$ cat config.mk
export PLATFORM = sky130hd
export DESIGN_NAME = note_event_quantizer
export DESIGN_NICKNAME = d
export VERILOG_FILES = /design/src/rtl/note_event_quantizer.sv
export SDC_FILE = /design/constraint.sdc
export NUM_CORES = 2
export LEC_CHECK = 0
export BUFFER_PORTS_ARGS = -buffer_cell sky130_fd_sc_hd__clkbuf_2
export CORE_UTILIZATION = 55
export DETAILED_ROUTE_END_ITERATION = 10
export GPL_TIMING_DRIVEN = 0
export PLACE_DENSITY = 0.78
export SETUP_SLACK_MARGIN = 0.2
export SLEW_MARGIN = 20
export SYNTH_ARGS = -nofsm -noshare
export SYNTH_HDL_FRONTEND = slang
export SYNTH_SLANG_ARGS = --single-unit
$ cat constraint.sdc
create_clock -name clk_in -period 15.5 [get_ports clk_in]
set_input_delay 0.775 -clock clk_in [delete_from_list [all_inputs] [get_ports clk_in]]
set_output_delay 0.775 -clock clk_in [all_outputs]
set_load 0.02 [all_outputs]
$ cat src/rtl/note_event_quantizer.sv
// note_event_quantizer: captures each finished per-voice note/rest segment and quantizes
// its cycle length to whole sixteenth notes at the current tempo, one event per segment.
module note_event_quantizer #(
    parameter int unsigned CLK_HZ = 100_000_000
) (
    input  logic             clk_in,
    input  logic             rst_in,
    input  logic [4:0][7:0]  notes_in,
    input  logic [4:0][31:0] durations_in,
    input  logic [7:0]       bpm,
    input  logic             event_ready,
    output logic             event_valid,
    output logic [2:0]       event_voice,
    output logic [7:0]       event_note,
    output logic [3:0]       event_len,
    output logic             overflow_out
);
    localparam logic [40:0] SIXTEENTH   = 41'(64'(CLK_HZ) * 64'd15);
    localparam logic [40:0] SIXTEENTH_2 = 41'(64'(CLK_HZ) * 64'd30);

    typedef enum logic [1:0] {IDLE, LOAD, QUANT, EMIT} state_t;

    logic [4:0][7:0]  lastNote_q;
    logic [4:0][31:0] lastDur_q;
    logic [4:0]       pend_q;
    logic [4:0][7:0]  pendNote_q;
    logic [4:0][31:0] pendDur_q;
    logic             overflow_q;

    state_t      state_q;
    logic [2:0]  rrPtr_q;
    logic [2:0]  voice_q;
    logic [7:0]  note_q;
    logic [39:0] prod_q;
    logic [40:0] thr_q;
    logic [4:0]  k_q;
    logic [4:0]  n_q;
    logic        valid_q;
    logic [2:0]  evVoice_q;
    logic [7:0]  evNote_q;
    logic [3:0]  evLen_q;

    logic [4:0]       segEnd;
    logic [4:0]       loadClear;
    logic [4:0][31:0] durInc_d;
    logic [2:0]       grantVoice_d;
    logic [3:0]       rrIdx;
    logic [4:0]       n_d;

    always_comb begin
        segEnd    = '0;
        loadClear = '0;
        durInc_d  = '0;
        for (int i = 0; i < 5; i++) begin
            segEnd[i]    = (durations_in[i] == 32'd0) && (lastDur_q[i] != 32'd0);
            loadClear[i] = (state_q == LOAD) && (voice_q == 3'(i));
            durInc_d[i]  = (lastDur_q[i] == 32'hFFFF_FFFF) ? lastDur_q[i] : lastDur_q[i] + 32'd1;
        end
    end

    // Scan from the highest offset down so the voice nearest rrPtr_q wins.
    always_comb begin
        grantVoice_d = rrPtr_q;
        rrIdx        = '0;
        for (int j = 4; j >= 0; j--) begin
            rrIdx = 4'(rrPtr_q) + 4'(j);
            if (rrIdx >= 4'd5) rrIdx = rrIdx - 4'd5;
            if (pend_q[rrIdx[2:0]]) grantVoice_d = rrIdx[2:0];
        end
    end

    always_comb begin
        n_d = ({prod_q, 1'b0} >= thr_q) ? k_q : n_q;
    end

    // A fresh capture beats the LOAD clear on the same voice and is not an overwrite.
    always_ff @(posedge clk_in) begin
        if (rst_in) begin
            lastNote_q <= '1;
            lastDur_q  <= '0;
            pend_q     <= '0;
            pendNote_q <= '1;
            pendDur_q  <= '0;
            overflow_q <= 1'b0;
        end else begin
            lastNote_q <= notes_in;
            lastDur_q  <= durations_in;
            for (int i = 0; i < 5; i++) begin
                if (segEnd[i]) begin
                    pend_q[i]     <= 1'b1;
                    pendNote_q[i] <= lastNote_q[i];
                    pendDur_q[i]  <= durInc_d[i];
                    if (pend_q[i] && !loadClear[i]) overflow_q <= 1'b1;
                end else if (loadClear[i]) begin
                    pend_q[i] <= 1'b0;
                end
            end
        end
    end

    always_ff @(posedge clk_in) begin
        if (rst_in) begin
            state_q   <= IDLE;
            rrPtr_q   <= '0;
            voice_q   <= '0;
            note_q    <= 8'hFF;
            prod_q    <= '0;
            thr_q     <= '0;
            k_q       <= '0;
            n_q       <= '0;
            valid_q   <= 1'b0;
            evVoice_q <= '0;
            evNote_q  <= 8'hFF;
            evLen_q   <= '0;
        end else begin
            case (state_q)
                IDLE: begin
                    if (|pend_q) begin
                        voice_q <= grantVoice_d;
                        state_q <= LOAD;
                    end
                end
                LOAD: begin
                    note_q  <= pendNote_q[voice_q];
                    prod_q  <= 40'(pendDur_q[voice_q]) * 40'(bpm);
                    rrPtr_q <= (voice_q == 3'd4) ? 3'd0 : voice_q + 3'd1;
                    k_q     <= 5'd1;
                    n_q     <= 5'd0;
                    thr_q   <= SIXTEENTH;
                    state_q <= QUANT;
                end
                // thr walks the half-sixteenth points, so n lands on round-half-up(P/S).
                QUANT: begin
                    n_q   <= n_d;
                    thr_q <= thr_q + SIXTEENTH_2;
                    k_q   <= k_q + 5'd1;
                    if (k_q == 5'd16) begin
                        if (n_d == 5'd0) begin
                            state_q <= IDLE;
                        end else begin
                            state_q   <= EMIT;
                            valid_q   <= 1'b1;
                            evVoice_q <= voice_q;
                            evNote_q  <= note_q;
                            evLen_q   <= 4'(n_d - 5'd1);
                        end
                    end
                end
                EMIT: begin
                    if (event_ready) begin
                        valid_q <= 1'b0;
                        state_q <= IDLE;
                    end
                end
                default: state_q <= IDLE;
            endcase
        end
    end

    assign event_valid  = valid_q;
    assign event_voice  = evVoice_q;
    assign event_note   = evNote_q;
    assign event_len    = evLen_q;
    assign overflow_out = overflow_q;

endmodule

==> results.sh <==
export IMPL_antenna_found_initial=1
export IMPL_wl_per_cell_um=19.6
export IMPL_worst_ep_required_time_ps=15950
export IMPL_grt_max_degree=16
export IMPL_io_buffers=226
export IMPL_max_freq_ghz=0.120
export IMPL_synth_area_leaders="dfxtp_1 33%, fa_1 11%, nor2b_1 8.0%"
export IMPL_period_share=0.539
export IMPL_rows=87
export IMPL_reg2reg_slack_ps=7140
export IMPL_drtIter0Drc=2120
export IMPL_core_um2=56600
export IMPL_cp_arrival_ps=8800
export IMPL_mappedNetlistNets=4005
export IMPL_cap_violations=0
export IMPL_postSynthAreaPerCell_um2=9.08
export IMPL_whs_ps=326
export IMPL_grt_pass1_vias=26100
export IMPL_cts_tree="yes"
export IMPL_die_height_um=242
export IMPL_multiInputGateArea_um2=19600
export IMPL_fin_worst_skew_ps=42.1
export IMPL_vias=26500
export IMPL_syn_instance_count=3487
export IMPL_grt_usage=0.304
export IMPL_syn_area_um2=31600
export IMPL_tns_ps=0
export IMPL_rsz0062_at_grt="no"
export IMPL_p_switching_w=0.000959
export IMPL_power_w=0.00337
export IMPL_clock_sinks=514
export IMPL_reg2reg_from="voice_q[0]"
export IMPL_synth_edf_count=0
export IMPL_power_leakage_nw=14.0
export IMPL_grt_pass1_wl_um=141000
export IMPL_yosysSeqAreaShare=0.325
export IMPL_cts_setup_buffers=0
export IMPL_drt_first_pass_iters=6
export IMPL_critPathCapture="prod_q[37]"
export IMPL_cts_resized=0
export IMPL_yosys_most_used_dff="dfxtp_1"
export IMPL_final_cell_mix="514 x dfxtp_1, 405 x nor2b_1, 321 x nor2_1"
export IMPL_avgViaCountPerCell=5.81
export IMPL_io_pins=228
export IMPL_gp_congestion=1.01
export IMPL_insertion_delay_ps=630
export IMPL_die_w_um=242
export IMPL_critPathKind="flop to flop"
export IMPL_gr_total_overflow=0
export IMPL_sw_frac_of_total=0.285
export IMPL_rr_worst_depth=21
export IMPL_synth_seq_cells=514
export IMPL_hold_buffers=0
export IMPL_drive_gt1_frac=0.119
export IMPL_period_minus_slack_ps=8360
export IMPL_initial_core_util=0.559
export IMPL_hold_viol=0
export IMPL_ff_latch_area_um2=10300
export IMPL_yosysTopAreaCellShare=0.325
export IMPL_synthArstFlopShare=0
export IMPL_hold_class="input pin to flop"
export IMPL_p_per_area_nw_per_um2=94.5
export IMPL_die_area_um2=58500
export IMPL_slew_viol_final=0
export IMPL_final_nets=4288
export IMPL_critPathMaxFanout=10
export IMPL_critPathLaunchType="flop"
export IMPL_totalWireLength_um=89500
export IMPL_p_seq_frac=0.430
export IMPL_yosysWarnings=0
export IMPL_p_int_w=0.00241
export IMPL_crit_path_end_kind="flop"
export IMPL_cts_max_path_buffers=3
export IMPL_cts_root_buf="clkbuf_16"
export IMPL_cp_startpoint="voice_q[0]"
export IMPL_slew_headroom=0.235
export IMPL_area_growth_pct=12.7
export IMPL_clk_pin_slew_ps=60
export IMPL_numCtsBuffers=52
export IMPL_hpwl_um=70600
export IMPL_ir_drop_uv=86.4
export IMPL_synth_cell_type_count=90
export IMPL_status="complete, no violations"
export IMPL_n_fill_cell=4856
export IMPL_h_tree_depth=2
export IMPL_drc_errors=0
export IMPL_comb_power_share=0.164
export IMPL_holdPathStages=2
export IMPL_r2r_end="prod_q[37]"
export IMPL_final_common_cell="dfxtp_1"
export IMPL_worst_pin_slew_ps=1150
export IMPL_setup_viol=0
export IMPL_antenna_left=0
export IMPL_clkPwrFrac=0.406
export IMPL_yosys_area_top_type="dfxtp_1"
-- worst min-delay path by stage --
stage / end / startpoint / slack [ps]
after floorplan: pendNote_q[0] / lastNote_q[0] / 410
after global placement: pendNote_q[39] / lastNote_q[39] / 420
after detailed placement: pendNote_q[25] / lastNote_q[25] / 420
after CTS: lastNote_q[11] / notes_in[11] / 300
after global routing: lastNote_q[25] / notes_in[25] / 320
final: lastNote_q[25] / notes_in[25] / 330
-- flip-flops by register name (all words and copies together) (netlist names), 8 cells and up --
name	flops
event_note	8
lastDur_q	160
lastNote_q	40
note_q	8
pendDur_q	160
pendNote_q	40
prod_q	33
thr_q	33
-- cell families (layout without fill, tap and decap cells) --
group / Yosys count / count (layout) / synth area share
flip-flops: 514 / 514 / 0.325
XOR/XNOR: 191 / 191 / 0.0529
AO/OA/AOI/OAI: 544 / 544 / 0.122
other: 0 / 1 / 0
adder cells (fa/ha/maj): 307 / 307 / 0.164
buffers and inverters: 461 / 786 / 0.0551
AND/OR/NAND/NOR: 1383 / 1383 / 0.236
multiplexers: 87 / 87 / 0.0446
-- power groups by stage --
stage	sequential (W)	combinational, W	clock, W
4_1_cts	0.00145	0.000543	0.00138
3_3_place_gp	0.00147	0.000530	0
3_5_place_dp	0.00147	0.000538	0
5_1_grt	0.00146	0.000603	0.00144
2_1_floorplan	0.00145	0.000386	0
6_report	0.00145	0.000552	0.00137
-- layer usage --
layer	vias up	track usage	wire (um)
met1	12800	0.385	37100
met4	0	0.148	4590
met5	-	0	0
met3	220	0.0526	6310
met2	986	0.502	41500
li1	12500	-	-
-- synthesized netlist by cell type, drive strengths merged, types with 76 or more instances --
master	n
clkbuf	150
inv	283
nor4	82
a211oi	146
nor2b	405
xor2	105
nor2	323
nand4	76
ha	126
xnor2	86
o21ai	82
a21oi	93
nand2	167
fa	181
nand3	79
dfxtp	514
-- metrics by stage --
| stage | area, um2 | cells | setup WS [ps] | utilization |
|---|---|---|---|---|
| finish | 35700 | 4569 | 7140 | 0.630 |
| global route | 35700 | 4568 | 6720 | 0.630 |
| CTS | 35700 | 4568 | 7110 | 0.630 |
| detailed placement | 33800 | 4472 | 7180 | 0.597 |
| global placement | 33700 | 4469 | 7300 | 0.596 |
| floorplan | 31600 | 3487 | 8700 | - |
-- critical path, stage by stage, from the launching register on --
cell and delay [ps]:
dfxtp_1 370, clkbuf_1 510, buf_1 670, mux4_2 670
a22oi_1 820, nor2b_1 170, fa_1 560, fa_1 520
fa_1 580, inv_1 70, fa_1 540, inv_1 40
ha_1 370, a21oi_1 230, a31oi_1 180, a41oi_2 330
a21oi_1 190, a21o_1 260, o31ai_4 230, nor2_1 60
a2111oi_0 600, o32ai_1 190
-- layout make-up --
type / count / area share
clock inverters: 30 / 0.0129
multi-input cells: 2512 / 0.550
plain buffers: 176 / 0.0189
repair buffers: 229 / 0.0324
inverters: 285 / 0.0300
well taps: 756 / 0.0265
flip-flops and latches: 514 / 0.288
diodes: 1 / 0.0000701
clock buffers: 66 / 0.0402
Power figures use the tool's default switching activity.
